File: config.mk
export PLATFORM = sky130hd
export DESIGN_NAME = fwd_scoreboard_flat
export DESIGN_NICKNAME = d
export VERILOG_FILES = /design/src/rtl/fwd_scoreboard_if.sv /design/src/rtl/fwd_scoreboard.sv /design/src/flat_wrapper.sv
export SDC_FILE = /design/constraint.sdc
export NUM_CORES = 1
export LEC_CHECK = 0
export BUFFER_PORTS_ARGS = -buffer_cell sky130_fd_sc_hd__buf_4
export CORE_ASPECT_RATIO = 1.1
export CORE_MARGIN = 2
export CORE_UTILIZATION = 47
export DETAILED_ROUTE_END_ITERATION = 16
export GPL_ROUTABILITY_DRIVEN = 0
export PLACE_DENSITY = 0.68
export SLEW_MARGIN = 20
export SYNTH_ARGS = -nofsm -noshare
export SYNTH_HDL_FRONTEND = slang
export SYNTH_SLANG_ARGS = --single-unit
File: constraint.sdc
create_clock -name clk -period 3.77 [get_ports clk]
set_input_delay 0.754 -clock clk [delete_from_list [all_inputs] [get_ports clk]]
set_output_delay 0.754 -clock clk [all_outputs]
set_load 0.05 [all_outputs]
File: src/rtl/fwd_scoreboard_if.sv
// fwd_scoreboard_if: ID-stage operands, pipeline control and forwarding/stall results
// exchanged between the pipeline (master) and the forwarding scoreboard (slave).
interface fwd_scoreboard_if #(
    parameter int AW = 4,
    parameter int FW = 2,
    parameter int CNT_W = 16
) ();
    logic          id_valid;
    logic [AW-1:0] id_rs;
    logic [AW-1:0] id_rt;
    logic          id_rs_used;
    logic          id_rt_used;
    logic [AW-1:0] id_rd;
    logic          id_regwrite;
    logic          id_is_load;
    logic          flush;
    logic          hold;
    logic [FW-1:0] fwd_a;
    logic [FW-1:0] fwd_b;
    logic          stall;
    logic [CNT_W-1:0] stall_cnt;

    modport master (
        output id_valid, id_rs, id_rt, id_rs_used, id_rt_used, id_rd, id_regwrite, id_is_load,
        output flush, hold,
        input  fwd_a, fwd_b, stall, stall_cnt
    );
    modport slave (
        input  id_valid, id_rs, id_rt, id_rs_used, id_rt_used, id_rd, id_regwrite, id_is_load,
        input  flush, hold,
        output fwd_a, fwd_b, stall, stall_cnt
    );
endinterface

File: src/rtl/fwd_scoreboard.sv
// fwd_scoreboard: EX operand forward selects and ID load-use stall, driven by a private
// shift register of in-flight destination tags (slot 0 = EX .. slot DEPTH = WB).
module fwd_scoreboard #(
    parameter int AW = 4,
    parameter int DEPTH = 3,
    parameter int LOAD_STAGE = 2,
    parameter int ZERO_REG = 1,
    parameter int CNT_W = 16,
    localparam int FW = $clog2(DEPTH + 1)
) (
    input logic clk,
    input logic rst_n,
    fwd_scoreboard_if.slave sb
);
    typedef struct packed {
        logic          v;
        logic [AW-1:0] rd;
        logic          rw;
        logic          ld;
    } slot_t;

    slot_t            slot [0:DEPTH];
    logic [AW-1:0]    ex_rs, ex_rt;
    logic             ex_rs_u, ex_rt_u;
    logic [CNT_W-1:0] cnt;
    logic [FW-1:0]    fa, fb;
    logic             haz_rs, haz_rt, stall;

    function automatic logic writes(slot_t s, logic [AW-1:0] r);
        return s.v && s.rw && (s.rd == r) && !(ZERO_REG != 0 && r == '0);
    endfunction

    // Scanning oldest-to-youngest and overwriting lets the youngest writer win.
    always_comb begin
        fa = '0;
        fb = '0;
        haz_rs = 1'b0;
        haz_rt = 1'b0;
        for (int k = DEPTH; k >= 1; k--) begin
            if (slot[0].v && ex_rs_u && writes(slot[k], ex_rs)) fa = FW'(k);
            if (slot[0].v && ex_rt_u && writes(slot[k], ex_rt)) fb = FW'(k);
        end
        for (int j = DEPTH - 1; j >= 0; j--) begin
            if (writes(slot[j], sb.id_rs)) haz_rs = slot[j].ld && (j + 1 < LOAD_STAGE);
            if (writes(slot[j], sb.id_rt)) haz_rt = slot[j].ld && (j + 1 < LOAD_STAGE);
        end
        stall = sb.id_valid && ((sb.id_rs_used && haz_rs) || (sb.id_rt_used && haz_rt));
    end

    always_ff @(posedge clk or negedge rst_n) begin
        if (!rst_n) begin
            for (int k = 0; k <= DEPTH; k++) slot[k] <= '0;
            ex_rs   <= '0;
            ex_rt   <= '0;
            ex_rs_u <= 1'b0;
            ex_rt_u <= 1'b0;
            cnt     <= '0;
        end else if (!sb.hold) begin
            for (int k = 1; k <= DEPTH; k++) slot[k] <= slot[k-1];
            slot[0] <= (sb.flush || stall) ? '0
                     : slot_t'({sb.id_valid, sb.id_rd, sb.id_regwrite, sb.id_is_load});
            ex_rs   <= sb.id_rs;
            ex_rt   <= sb.id_rt;
            ex_rs_u <= sb.id_rs_used;
            ex_rt_u <= sb.id_rt_used;
            if (stall && cnt != '1) cnt <= cnt + 1'b1;
        end
    end

    assign sb.fwd_a     = fa;
    assign sb.fwd_b     = fb;
    assign sb.stall     = stall;
    assign sb.stall_cnt = cnt;
endmodule

File: src/flat_wrapper.sv
// flat-port wrapper written by rule: the top's interface ports become plain ports
module fwd_scoreboard_flat 
#(
    parameter int AW = 4,
    parameter int DEPTH = 3,
    parameter int LOAD_STAGE = 2,
    parameter int ZERO_REG = 1,
    parameter int CNT_W = 16,
    localparam int FW = $clog2(DEPTH + 1)
)
  (clk, rst_n, sb_id_valid, sb_id_rs, sb_id_rt, sb_id_rs_used, sb_id_rt_used, sb_id_rd, sb_id_regwrite, sb_id_is_load, sb_flush, sb_hold, sb_fwd_a, sb_fwd_b, sb_stall, sb_stall_cnt);
  fwd_scoreboard_if #(.AW(AW), .FW(2), .CNT_W(CNT_W)) sb_i ();
  input logic clk;
  input logic rst_n;
  input wire logic [$bits(sb_i.id_valid)-1:0] sb_id_valid;
  input wire logic [$bits(sb_i.id_rs)-1:0] sb_id_rs;
  input wire logic [$bits(sb_i.id_rt)-1:0] sb_id_rt;
  input wire logic [$bits(sb_i.id_rs_used)-1:0] sb_id_rs_used;
  input wire logic [$bits(sb_i.id_rt_used)-1:0] sb_id_rt_used;
  input wire logic [$bits(sb_i.id_rd)-1:0] sb_id_rd;
  input wire logic [$bits(sb_i.id_regwrite)-1:0] sb_id_regwrite;
  input wire logic [$bits(sb_i.id_is_load)-1:0] sb_id_is_load;
  input wire logic [$bits(sb_i.flush)-1:0] sb_flush;
  input wire logic [$bits(sb_i.hold)-1:0] sb_hold;
  output wire logic [$bits(sb_i.fwd_a)-1:0] sb_fwd_a;
  output wire logic [$bits(sb_i.fwd_b)-1:0] sb_fwd_b;
  output wire logic [$bits(sb_i.stall)-1:0] sb_stall;
  output wire logic [$bits(sb_i.stall_cnt)-1:0] sb_stall_cnt;
  assign sb_i.id_valid = sb_id_valid;
  assign sb_i.id_rs = sb_id_rs;
  assign sb_i.id_rt = sb_id_rt;
  assign sb_i.id_rs_used = sb_id_rs_used;
  assign sb_i.id_rt_used = sb_id_rt_used;
  assign sb_i.id_rd = sb_id_rd;
  assign sb_i.id_regwrite = sb_id_regwrite;
  assign sb_i.id_is_load = sb_id_is_load;
  assign sb_i.flush = sb_flush;
  assign sb_i.hold = sb_hold;
  assign sb_fwd_a = sb_i.fwd_a;
  assign sb_fwd_b = sb_i.fwd_b;
  assign sb_stall = sb_i.stall;
  assign sb_stall_cnt = sb_i.stall_cnt;
  fwd_scoreboard #(.AW(AW), .DEPTH(DEPTH), .LOAD_STAGE(LOAD_STAGE), .ZERO_REG(ZERO_REG), .CNT_W(CNT_W)) u_core (.clk(clk), .rst_n(rst_n), .sb(sb_i));
endmodule
==> flow_metrics.tcl, run 1 <==
set metrics [dict create \
    required_ns 3.02 \
    critPathTopFamily "simple AND/OR/NAND/NOR gates" \
    dpl_cell_area_um2 2960 \
    fin_crit_ns 3.09 \
    fin_crit_sh_pct 82.0 \
    ys_seq_area_share_pct 49.3 \
    start_util_pct 48.3 \
    die_area_um2 6120 \
    vias 1788 \
    synthCells 215 \
    h-tree-depth 2 \
    status "finished clean" \
    io_pins 42 \
    cts_max_path_buffers 2 \
    antenna_left 0 \
    design_area_um2 3080 \
    synth_cell_types 33 \
    p_switching_w 0.000295 \
    setup_tns_ns 0 \
    final_common_cell "dfrtp_1" \
    wl_per_cell_um 15.6 \
    worst_pin_slew_ns 0.636 \
    p_int_w 0.000903 \
    fin_nets 279 \
    grt_pass1_wl_mm 8.60 \
    drive_gt1_share_pct 34.5 \
    fmax_mhz 324 \
    drc_errors 0 \
    syn_nets 237 \
    crit_arrival_ns 2.34 \
    die_w_um 74.8 \
    cts_sinks 51 \
    grt_overflow 0 \
    cp_common_cell "buf_4" \
    skew_ns 0.00878 \
    pwr-share-comb_pct 13.3 \
    power_density_nw_per_um2 389 \
    n_antenna_cell 0 \
    synth_warnings 0 \
    synth_top_area_share_pct 49.3 \
    relSlewSlack_pct 57.6 \
    hold_viol 0 \
    antenna_found_initial 0 \
    critPathMaxFanout 15 \
    synth_seq_cells 51 \
    worst-path-buf-inv 3 \
    cap_violations 0 \
    cts_setup_buffers 0 \
    multi_input_area_um2 1270 \
    grt_pass1_vias 1776 \
    drt_iter0_drc 81 \
    finalSetupViolations 0 \
    rsz0062_at_grt "false" \
    p_sw_share_pct 24.7 \
    num_rows 28 \
    portBuffers 41 \
    drv_slew 0 \
    regArea_um2 1280 \
    cts_resized 0 \
    root_buffer "clkbuf_8" \
    ir_worst_vdd_uv 222 \
    path_cells "buf_4 -> o41ai_1 -> nor4_2 -> nor2_2 -> inv_1 -> buf_4" \
    die_h_um 81.9 \
    yosysTopAreaCell "dfrtp_1" \
    cts_inserted_buffers 5 \
    dpl.hpwl_mm 3.77 \
    gr-usage-all-layers_pct 18.8 \
    avgSynthCellArea_um2 12.1 \
    vias_per_cell 5.37 \
    synth.top_cells.by_area "dfrtp_1, mux2_2, xnor2_1" \
    power.static_leakage_nw 1.42 \
    insertion_delay_ns 0.30 \
    hold_buffers 0 \
    critPathKind "in2out" \
    slowest_stage "nor2_2" \
    area_growth_pct 18.9 \
    nFillCells 483 \
    end_kind "output pin" \
    cp-start-kind "primary input" \
    synthesis.area_um2 2590 \
    clkPwrFrac_pct 32.5 \
    grt_max_degree 52 \
    layout_common_cells "dfrtp_1, buf_4, mux2_2" \
    clkTransAtPathRegs_ns 0.09 \
    min-delay-path-class "in2async" \
    core_area_um2 5360 \
    cts_tree "done" \
    drt_pass1_iterations 4 \
    seq_power_share_pct 54.1 \
    critical-path-max-stage-delay_ns 0.52 \
    wl_mm 5.18 \
]
[power by group through the flow]
stage	Combinational (W)	Sequential [W]	Clock, W
global route	0.000176	0.000657	0.000424
floorplan	0.000119	0.000642	0
finish	0.000160	0.000649	0.000390
global placement	0.000159	0.000659	0
detailed placement	0.000163	0.000661	0
CTS	0.000163	0.000650	0.000403
[flip-flops by register name (all words and copies together), names as in the netlist]
signal,flops
u_core.sb.stall_cnt,16
u_core.ex_rs_u,1
u_core.ex_rt,4
u_core.slot,25
u_core.ex_rt_u,1
u_core.ex_rs,4
[cells by family after synthesis]
| family | after synthesis | share of synthesized area, % |
|---|---|---|
| buf+inv | 9 | 1.74 |
| fa+ha+maj | 1 | 0.483 |
| compound gates | 12 | 3.86 |
| flops | 51 | 49.3 |
| simple gates | 66 | 16.0 |
| mux | 29 | 12.7 |
| xor+xnor | 47 | 15.9 |
[per-stage QoR]
stage,hold WS [ns],std cells,worst slack (ns),total power [W],util [%]
after floorplan,0.458,215,0.657,0.000761,-
after global placement,0.488,325,0.717,0.000819,55.3
after detailed placement,0.488,325,0.646,0.000824,55.3
after CTS,0.499,333,0.651,0.00122,57.5
after global routing,0.503,333,0.573,0.00126,57.5
final,0.463,333,0.680,0.00120,57.5
[layer usage]
layer | wire [um] | GRT usage (%)
met1 | 2250 | 24.1
met2 | 2630 | 30.9
met3 | 184 | 3.80
met4 | 118 | 7.50
met5 | 0 | 0
[area by class of cell]
cell class / instances / share of cell area [%]
clock inverters: 2 / 1.14
well taps: 75 / 3.05
multi-input cells: 155 / 41.2
repair buffers: 42 / 10.2
flip-flops and latches: 51 / 41.4
inverters: 2 / 0.244
clock buffers: 6 / 2.68
[cells in the mapped netlist]
cell type,number
a22o_1,6
nor4_2,5
ha_1,1
or3_1,1
inv_1,2
nor4b_1,2
nand4_2,1
nor3_1,7
nor4_1,6
a22o_2,1
nor2_2,1
buf_1,2
a21boi_0,2
o21ai_0,1
nor2_1,5
or4_1,4
and4_1,1
nor3_4,1
nand4b_1,1
mux2_4,1
or3_4,1
nand2_1,13
clkbuf_1,3
dfrtp_1,51
mux2_2,28
xnor2_1,26
nand3_1,9
buf_4,1
o41ai_1,2
buf_6,1
xor2_1,21
nand2b_1,1
nand4_1,7
[path summary, 6_finish.rpt]
kind | start | to | slack (ns) | cells after the start
max reg2reg | u_core.slot[23]$_DFFE_PN0N_ | u_core.slot[25]$_DFFE_PN0N_ | 1.41 | 6
min in group clk | u_core.sb.stall_cnt[6]$_DFFE_PN0P_ | u_core.sb.stall_cnt[6]$_DFFE_PN0P_ | 0.50 | 1
max in group asynchronous | rst_n | u_core.ex_rs[1]$_DFFE_PN0N_ | 2.88 | 1
min reg2reg | u_core.sb.stall_cnt[6]$_DFFE_PN0P_ | u_core.sb.stall_cnt[6]$_DFFE_PN0P_ | 0.50 | 1
max | sb_id_rt[1] | sb_stall | 0.68 | 6
min | rst_n | u_core.slot[1]$_DFFE_PN0N_ | 0.46 | 1
Power figures use the tool's default switching activity.
==> run 2, diff against run 1 <==
ABC_AREA = 1   (was unset)
PLACE_DENSITY = 0.7   (was 0.68)
clock period = 2.8 ns   (was 3.77 ns; I/O delays follow)
==> run 2 against run 1 <==
Effect of this change: worst hold slack worse by 0.20 ns; critical endpoint is now sb_fwd_b[0]; first-iteration DRC count rose to 2.7 times the previous value; sequential power up 30%; critical path type is now reg2out; largest power group unchanged; die area up 15%; largest cell class is now multi-input gates; register-to-register slack worse by 0.60 ns.
==> flow_metrics.tcl, run 2 <==
set metrics [dict create \
    synthFlopType "dfrtp_1" \
    final_common_cell "nand2_1" \
    min-delay-path-class "in2async" \
    wl_mm 6.73 \
    relSlewSlack_pct 58.0 \
    insertion_delay_ns 0.30 \
    cts_inserted_buffers 5 \
    status "finished clean" \
    hold_buffers 0 \
    synthCells 412 \
    h-tree-depth 2 \
    synth_warnings 0 \
    fin_crit_ns 2.38 \
    hold_slack_ns 0.261 \
    wl_per_cell_um 12.7 \
    hold_viol 0 \
    clkTransAtPathRegs_ns 0.09 \
    setup_tns_ns 0 \
    start_util_pct 48.7 \
    synth_top_area_share_pct 42.3 \
    die_h_um 88.0 \
    critPathKind "reg2out" \
    n_antenna_cell 0 \
    drt_pass1_iterations 4 \
    cts_setup_buffers 0 \
    crit_arrival_ns 1.82 \
    critPathMaxFanout 5 \
    synth_cell_types 26 \
    drive_gt1_share_pct 12.4 \
    power_density_nw_per_um2 426 \
    cts_sinks 51 \
    finalSetupViolations 0 \
    cts_max_path_buffers 2 \
    skew_ns 0.00718 \
    cts_resized 0 \
    cts_tree "done" \
    antenna_left 0 \
    rsz0062_at_grt "false" \
    required_ns 2.24 \
    vias_per_cell 5.12 \
    num_rows 30 \
    synthesis.area_um2 3020 \
    layout_common_cells "nand2_1, inv_1, dfrtp_1" \
    ys_async_sr_fraction_pct 100 \
    portBuffers 41 \
    io_pins 42 \
    ys_seq_area_share_pct 42.3 \
    area_growth_pct 14.9 \
    grt_overflow 0 \
    finalPower_w 0.00147 \
    nFillCells 607 \
    die_w_um 80.4 \
    grt_max_degree 65 \
    largest_reg_flops 25 \
    power.static_leakage_nw 1.82 \
    avgSynthCellArea_um2 7.32 \
    vias 2716 \
    grt_pass1_wl_mm 11.7 \
    antenna_found_initial 0 \
    yosysTopAreaCell "dfrtp_1" \
    gr-usage-all-layers_pct 20.9 \
    fin_crit_sh_pct 85.0 \
    design_area_um2 3460 \
    synth_common_cells "nand2_1, inv_1, dfrtp_1" \
    dpl_cell_area_um2 3380 \
    die_area_um2 7070 \
    drc_errors 0 \
    fmax_mhz 420 \
    drv_slew 0 \
    fin_nets 472 \
    core_area_um2 6190 \
    cap_violations 0 \
    worst_pin_slew_ns 0.629 \
    dpl_worst_slack_ns 0.652 \
    regMostFlops "u_core.slot" \
    cp-start-kind "flip-flop" \
    setup_slack_ns 0.420 \
    grt_pass1_vias 2642 \
    dpl.hpwl_mm 4.97 \
    synth_seq_cells 51 \
    synth-edff-count 0 \
    root_buffer "clkbuf_8" \
    synth.top_cells.by_area "dfrtp_1, nand2_1, inv_1" \
    syn_nets 434 \
    drt_iter0_drc 219 \
    end_kind "output pin" \
    ir_worst_vdd_uv 233 \
    yosysMostFrequentCell "nand2_1" \
]
-- run 2: cell count changes in the layout (fill, tap and decap cells not counted), moves of 8 or more --
| cell | before | now |
|---|---|---|
| o21ai_0 | 1 | 31 |
| inv_1 | 2 | 61 |
| nand2_1 | 13 | 136 |
| mux2_2 | 28 | 0 |
| nand4_1 | 7 | 27 |
| nor2_1 | 5 | 24 |
| xor2_1 | 21 | 7 |
| nand3_1 | 9 | 17 |
| o22ai_1 | 0 | 8 |
| xnor2_1 | 26 | 13 |
-- run 2: cell type report --
class | instances | area (um^2) | share of cell area [%]
clock inverter | 1 | 5.00 | 0.144
timing repair buffer | 43 | 323 | 9.32
tap | 80 | 100 | 2.89
multi-input combinational | 288 | 1450 | 41.8
sequential | 51 | 1280 | 36.8
inverter | 61 | 229 | 6.61
clock buffer | 6 | 82.6 | 2.38
-- run 2: per-layer routing --
layer  wire [um]  global-route usage (%)  up-vias
met1        3180                    27.8     1259
met3         278                    3.09        4
met2        3200                    35.4       60
met4          76                    6.63        0
met5           0                       0        -
li1            -                       -     1393
-- run 2: critical path, stage by stage (launching register included) --
cell,delay (ns)
dfrtp_1,0.46
inv_1,0.11
nand4_1,0.16
nand4_1,0.10
nor3b_1,0.37
a21o_1,0.13
buf_4,0.19
-- run 2: cell families (layout without fill, tap and decap cells) --
group           Yosys count  count (layout)  share of synthesized area (%)
fa+ha+maj                 1               1                          0.415
simple gates            223             223                           33.7
compound gates           44              44                           8.09
buf+inv                  73             111                           9.63
xor+xnor                 20              20                           5.81
flops                    51              51                           42.3
-- run 2: path summary, 6_finish.rpt --
path                                                          from                             endpoint  slack, ns  cells past startpoint
max in group asynchronous                                    rst_n           u_core.ex_rt_u$_DFFE_PN0N_       2.10                      1
worst min register to register         u_core.slot[23]$_DFFE_PN0N_          u_core.slot[23]$_DFFE_PN0N_       0.48                      2
worst max register to register  u_core.sb.stall_cnt[0]$_DFFE_PN0P_  u_core.sb.stall_cnt[10]$_DFFE_PN0P_       0.81                      7
min in group clk                       u_core.slot[23]$_DFFE_PN0N_          u_core.slot[23]$_DFFE_PN0N_       0.48                      2
worst max-delay path                   u_core.ex_rt[3]$_DFFE_PN0N_                          sb_fwd_b[0]       0.42                      6
worst min-delay path                                         rst_n           u_core.slot[5]$_DFFE_PN0N_       0.26                      1
-- run 2: where the power goes --
part           internal (W)  leakage [nW]  switching [W]
registers          0.000785         0.674      0.0000564
logic             0.0000848          1.10       0.000122
clock network      0.000194        0.0470       0.000232
-- run 2: metrics by stage --
step | utilization (%) | std cells
after global routing | 55.9 | 530
after global placement | 54.5 | 523
final | 55.9 | 530
after floorplan | - | 412
after detailed placement | 54.5 | 523
after CTS | 55.9 | 530
